### config.mk
export PLATFORM = sky130hd
export DESIGN_NAME = div18_seq
export DESIGN_NICKNAME = d
export VERILOG_FILES = /design/src/rtl/fp_pkg.sv /design/src/rtl/subtractor19.sv /design/src/rtl/div18_seq.sv
export SDC_FILE = /design/constraint.sdc
export NUM_CORES = 1
export LEC_CHECK = 0
export CAP_MARGIN = 10
export CORE_MARGIN = 1
export CORE_UTILIZATION = 39
export CTS_CLUSTER_SIZE = 8
export DETAILED_ROUTE_END_ITERATION = 6
export GPL_TIMING_DRIVEN = 0
export PLACE_DENSITY_LB_ADDON = 0.12
export SYNTH_ARGS = -nofsm -noshare
export SYNTH_HDL_FRONTEND = slang
export SYNTH_SLANG_ARGS = --single-unit
### constraint.sdc
create_clock -name clk -period 3.9 [get_ports clk]
set_input_delay 0.585 -clock clk [delete_from_list [all_inputs] [get_ports clk]]
set_output_delay 0.585 -clock clk [all_outputs]
set_load 0.01 [all_outputs]
### src/rtl/fp_pkg.sv
// Shared definitions for the floating-point datapath blocks.
// Contents:
//   WIDTH         - mantissa operand width used by the divider
//   CNT_W         - iteration counter width, clog2(WIDTH)
//   state_e       - divider FSM state encoding (idle, run, finish)
//   DBZ_QUOTIENT  - quotient reported when dividing by zero (all ones)
package fp_pkg;

  localparam int unsigned WIDTH = 18;
  localparam int unsigned CNT_W = $clog2(WIDTH);

  typedef enum logic [1:0] {
    StIdle = 2'd0,
    StRun  = 2'd1,
    StFin  = 2'd2
  } state_e;

  localparam logic [WIDTH-1:0] DBZ_QUOTIENT = '1;

endpackage

### src/rtl/subtractor19.sv
// (WIDTH+1)-bit unsigned subtractor with borrow-out, the subtracting
// counterpart of the datapath adder.
// Ports:
//   a      - minuend
//   b      - subtrahend
//   diff   - a - b, modulo 2^(WIDTH+1)
//   borrow - high when b > a
module subtractor19
  import fp_pkg::*;
(
  input  logic [WIDTH:0] a,
  input  logic [WIDTH:0] b,
  output logic [WIDTH:0] diff,
  output logic           borrow
);

  logic [WIDTH+1:0] full;

  // One extra bit captures the borrow out of the top position.
  always_comb begin
    full   = {1'b0, a} - {1'b0, b};
    diff   = full[WIDTH:0];
    borrow = full[WIDTH+1];
  end

endmodule

### src/rtl/div18_seq.sv
// Sequential unsigned restoring divider, one quotient bit per clock.
// A division by a non-zero divisor takes WIDTH run cycles followed by a
// one-cycle done pulse; a zero divisor finishes immediately with dbz set.
// Ports:
//   clk, rst - clock and asynchronous active-high reset
//   start    - request, sampled only while busy is low
//   a, b     - dividend and divisor, captured on the accepting edge
//   q, r     - registered quotient and remainder, held between results
//   busy     - high while the iteration is running
//   done     - one-cycle pulse, q/r/dbz valid in that cycle
//   dbz      - divide-by-zero flag, held with q and r
module div18_seq
  import fp_pkg::*;
(
  input  logic             clk,
  input  logic             rst,
  input  logic             start,
  input  logic [WIDTH-1:0] a,
  input  logic [WIDTH-1:0] b,
  output logic [WIDTH-1:0] q,
  output logic [WIDTH-1:0] r,
  output logic             busy,
  output logic             done,
  output logic             dbz
);

  state_e state_q, state_d;

  logic [WIDTH-1:0] dvd_q;   // dividend, shifted out MSB-first
  logic [WIDTH-1:0] dvs_q;   // divisor
  logic [WIDTH:0]   pr_q;    // partial remainder, one bit wider than operands
  logic [WIDTH-1:0] quo_q;   // quotient bits, shifted in at the LSB
  logic [CNT_W-1:0] cnt_q;
  logic [WIDTH-1:0] q_q, r_q;
  logic             dbz_q;

  logic [WIDTH:0]   pr_shift, trial, pr_next;
  logic [WIDTH-1:0] quo_next;
  logic             borrow, accept, last;

  always_comb begin
    pr_shift = {pr_q[WIDTH-1:0], dvd_q[WIDTH-1]};
  end

  subtractor19 u_sub (
    .a      (pr_shift),
    .b      ({1'b0, dvs_q}),
    .diff   (trial),
    .borrow (borrow)
  );

  // Restore on borrow: keep the shifted remainder and record a zero bit.
  always_comb begin
    pr_next  = borrow ? pr_shift : trial;
    quo_next = {quo_q[WIDTH-2:0], ~borrow};
    last     = (cnt_q == CNT_W'(WIDTH - 1));
    accept   = start && (state_q != StRun);
  end

  always_comb begin
    state_d = state_q;
    unique case (state_q)
      StIdle, StFin: begin
        if (start) begin
          state_d = (b == '0) ? StFin : StRun;
        end else begin
          state_d = StIdle;
        end
      end
      StRun: begin
        if (last) state_d = StFin;
      end
      default: state_d = StIdle;
    endcase
  end

  always_ff @(posedge clk or posedge rst) begin
    if (rst) begin
      state_q <= StIdle;
    end else begin
      state_q <= state_d;
    end
  end

  always_ff @(posedge clk or posedge rst) begin
    if (rst) begin
      dvd_q <= '0;
      dvs_q <= '0;
      pr_q  <= '0;
      quo_q <= '0;
      cnt_q <= '0;
      q_q   <= '0;
      r_q   <= '0;
      dbz_q <= 1'b0;
    end else if (accept) begin
      dvd_q <= a;
      dvs_q <= b;
      pr_q  <= '0;
      quo_q <= '0;
      cnt_q <= '0;
      if (b == '0) begin
        q_q   <= DBZ_QUOTIENT;
        r_q   <= a;
        dbz_q <= 1'b1;
      end
    end else if (state_q == StRun) begin
      dvd_q <= {dvd_q[WIDTH-2:0], 1'b0};
      pr_q  <= pr_next;
      quo_q <= quo_next;
      cnt_q <= cnt_q + CNT_W'(1);
      if (last) begin
        q_q   <= quo_next;
        r_q   <= pr_next[WIDTH-1:0];
        dbz_q <= 1'b0;
      end
    end
  end

  always_comb begin
    q    = q_q;
    r    = r_q;
    dbz  = dbz_q;
    busy = (state_q == StRun);
    done = (state_q == StFin);
  end

endmodule

==> reports/qor.yml <==
fp-row-count: 44
synth_nets: 714
tightest_slew_ps: 1162
ys_seq_area_share_pct: 49.34
hold_viol: 0
clkTransAtPathRegs_ps: 50
avgRoutedWirePerCell_um: 16.66
grt_pass1_vias: 4947
post-route-period-util_pct: 75.41
yosysWarnings: 0
fp.dieH_um: 124.3
dpl_worst_slack_ps: 580.0
avgSynthCellArea_um2: 8.919
grt_usage_pct: 21.49
grt_busiest_layer: "met1"
finalSetupViolations: 0
synth_area_leaders: "dfrtp_1 49%, nand2_1 8.9%, o21ai_0 8.6%"
ir_drop_v: 0.0004024
syn-cell-area_mm2: 0.005833
synth_adder_area_share_pct: 4.633
seq_area_mm2: 0.002878
drtIter0Drc: 290
status: "complete, no violations"
grt_setup_unrepaired: "no"
grt_max_degree: 83
antenna_found_initial: 0
min_path_type: "flop to flop"
num_vias: 4955
use_met3_pct: 5.284
fill_cells: 1341
final_cell_mix: "138 x nand2_1, 115 x dfrtp_1, 100 x o21ai_0"
ys_ff_latch: 115
synthMuxAreaShare_pct: 4.226
ant_nets: 0
placement.io_buffers: 77
switchingPower_mw: 3.110
worstPathMaxFanout: 10
grt_pass1_wl_mm: 26.13
cts_buffers: 17
power_frac_clock_pct: 21.2
clk_latency_ps: 420
power.density_mw_per_mm2: 1006
postCtsSetupBuffers: 0
drc: 0
critPathKind: "flop to output port"
synth.top_cell.area_share_pct: 49.34
tns_ps: 0
period_needed_ps: 2941
synth_top_family_by_area: "simple AND/OR/NAND/NOR gates"
routabilityCongestion: 0.8561
drtPass1Iterations: 5
fmax_ghz: 0.3400
clkSinkCount: 115
overflow: 0
clk_path_buf_depth: 2
leakagePower_nw: 3.411
startpoint_type: "flop"
combPwrFrac_pct: 50.7
worstPathArrival_ps: 2360
final-max-slew-violation-count: 0
final_common_cell: "nand2_1"
wirelength_mm: 15.79
tritoncts: "done"
initial_core_util_pct: 39.98
grt.met2_usage_pct: 30.78
synth_ff_type: "dfrtp_1"
die-area_mm2: 0.01545
slew_headroom_pct: 21.85
async_flop_share_pct: 100.0
yosys.area.top_type: "dfrtp_1"
cp.required_ps: 3310
drive_above_1_share_pct: 5.497
synth_edf_count: 0
die_w_um: 124.3
route.detailed.vias_per_inst: 5.227
synth_compound_gate_area_share_pct: 16.80
cts_resized: 0
fin_worst_skew_ps: 9.009
synth-simple-area-share_pct: 18.32
htreeDepth: 4
nNetsFinal: 811
synthToLayoutAreaGrowth_pct: 28.08
syn_inst: 654
multiInputGateArea_mm2: 0.002705
hpwl_mm: 11.61
fin_ws_ps: 959.1
pin_count: 78
p_int_mw: 4.408
core_mm2: 0.01459
synth_cell_types: 47
swShare_pct: 41.37
postCtsHoldBufs: 0
diodes: 0
end_kind: "output port"
clockRootBuffer: "clkbuf_16"
seq_power_share_pct: 28.1
met1_usage_pct: 31.62
drv_cap: 0
synthXorXnorAreaFrac_pct: 2.402
worst max-delay path, stage by stage (launching register included):
cell	delay (ps)
dfrtp_1	370
nand2b_1	210
inv_2	170
clkbuf_1	520
clkdlybuf4s50_1	660
Yosys cell counts, drive strengths merged, types with 6 or more instances:
library cell,count
ha,20
a21oi,32
xnor2,6
xor2,10
o21ai,101
dfrtp,115
nand2,138
clkbuf,33
nand2b,6
and3,7
nor2,23
inv,26
nand3,37
a21o,9
a31oi,6
or3,13
mux2i,22
layout make-up:
| type | count | area share, % |
|---|---|---|
| clock buffer | 22 | 6.347 |
| sequential | 115 | 38.52 |
| timing repair buffer | 78 | 10.68 |
| buffer | 38 | 2.043 |
| clock inverter | 10 | 1.742 |
| tap | 184 | 3.082 |
| multi-input combinational | 475 | 36.21 |
| inverter | 26 | 1.373 |
layer usage:
metal  part of all wire [%]  routed length (um)
met1                     49                7791
met2                     44                6886
met3                    6.0                 947
met4                    1.0                 163
met5                      0                   0
cell families after synthesis:
kind of cell,Yosys count
compound gates,171
xor+xnor,16
fa+ha+maj,21
buf+inv,64
flops,115
mux,24
simple gates,243
through the flow:
| step | cell area, um^2 | hold slack, ps | power [mW] | instances | util, % |
|---|---|---|---|---|---|
| 2_1_floorplan | 5833 | 429.1 | 4.618 | 654 | - |
| 3_3_place_gp | 6834 | 444.1 | 5.797 | 915 | 46.84 |
| 3_5_place_dp | 6867 | 448.2 | 5.882 | 916 | 47.07 |
| 4_1_cts | 7471 | 454.1 | 7.534 | 948 | 51.21 |
| 5_1_grt | 7471 | 485.4 | 8.113 | 948 | 51.21 |
| 6_report | 7471 | 453.3 | 7.518 | 948 | 51.21 |
power by group through the flow:
stage / Sequential [mW] / Clock [mW] / Combinational (mW)
after floorplan: 2.10 / 0 / 2.52
after global placement: 2.11 / 0 / 3.69
after detailed placement: 2.12 / 0 / 3.76
after CTS: 2.11 / 1.63 / 3.80
after global routing: 2.18 / 1.69 / 4.24
final: 2.11 / 1.59 / 3.81
worst paths after layout:
check                                        from                endpoint  slack (ps)  cells past startpoint
min in group asynchronous                     rst       q[17]$_DFFE_PP0P_         530                      2
min                        state_q[1]$_DFFE_PP0P_  state_q[1]$_DFFE_PP0P_         450                      1
max in group asynchronous                     rst   quo_q[15]$_DFFE_PP0P_        2660                      3
min reg2reg                state_q[1]$_DFFE_PP0P_  state_q[1]$_DFFE_PP0P_         450                      1
max reg2reg                   pr_q[3]$_DFFE_PP0P_    pr_q[12]$_DFFE_PP0P_        1040                      9
max                        state_q[1]$_DFFE_PP0P_                    busy         960                      4
registers in the layout, summed over array words and instances (netlist names):
| register | count |
|---|---|
| dvd_q | 18 |
| dvs_q | 18 |
| pr_q | 18 |
| q | 18 |
| r | 18 |
| quo_q | 17 |
| cnt_q | 5 |
| state_q | 2 |
| dbz | 1 |
Power figures use the tool's default switching activity.
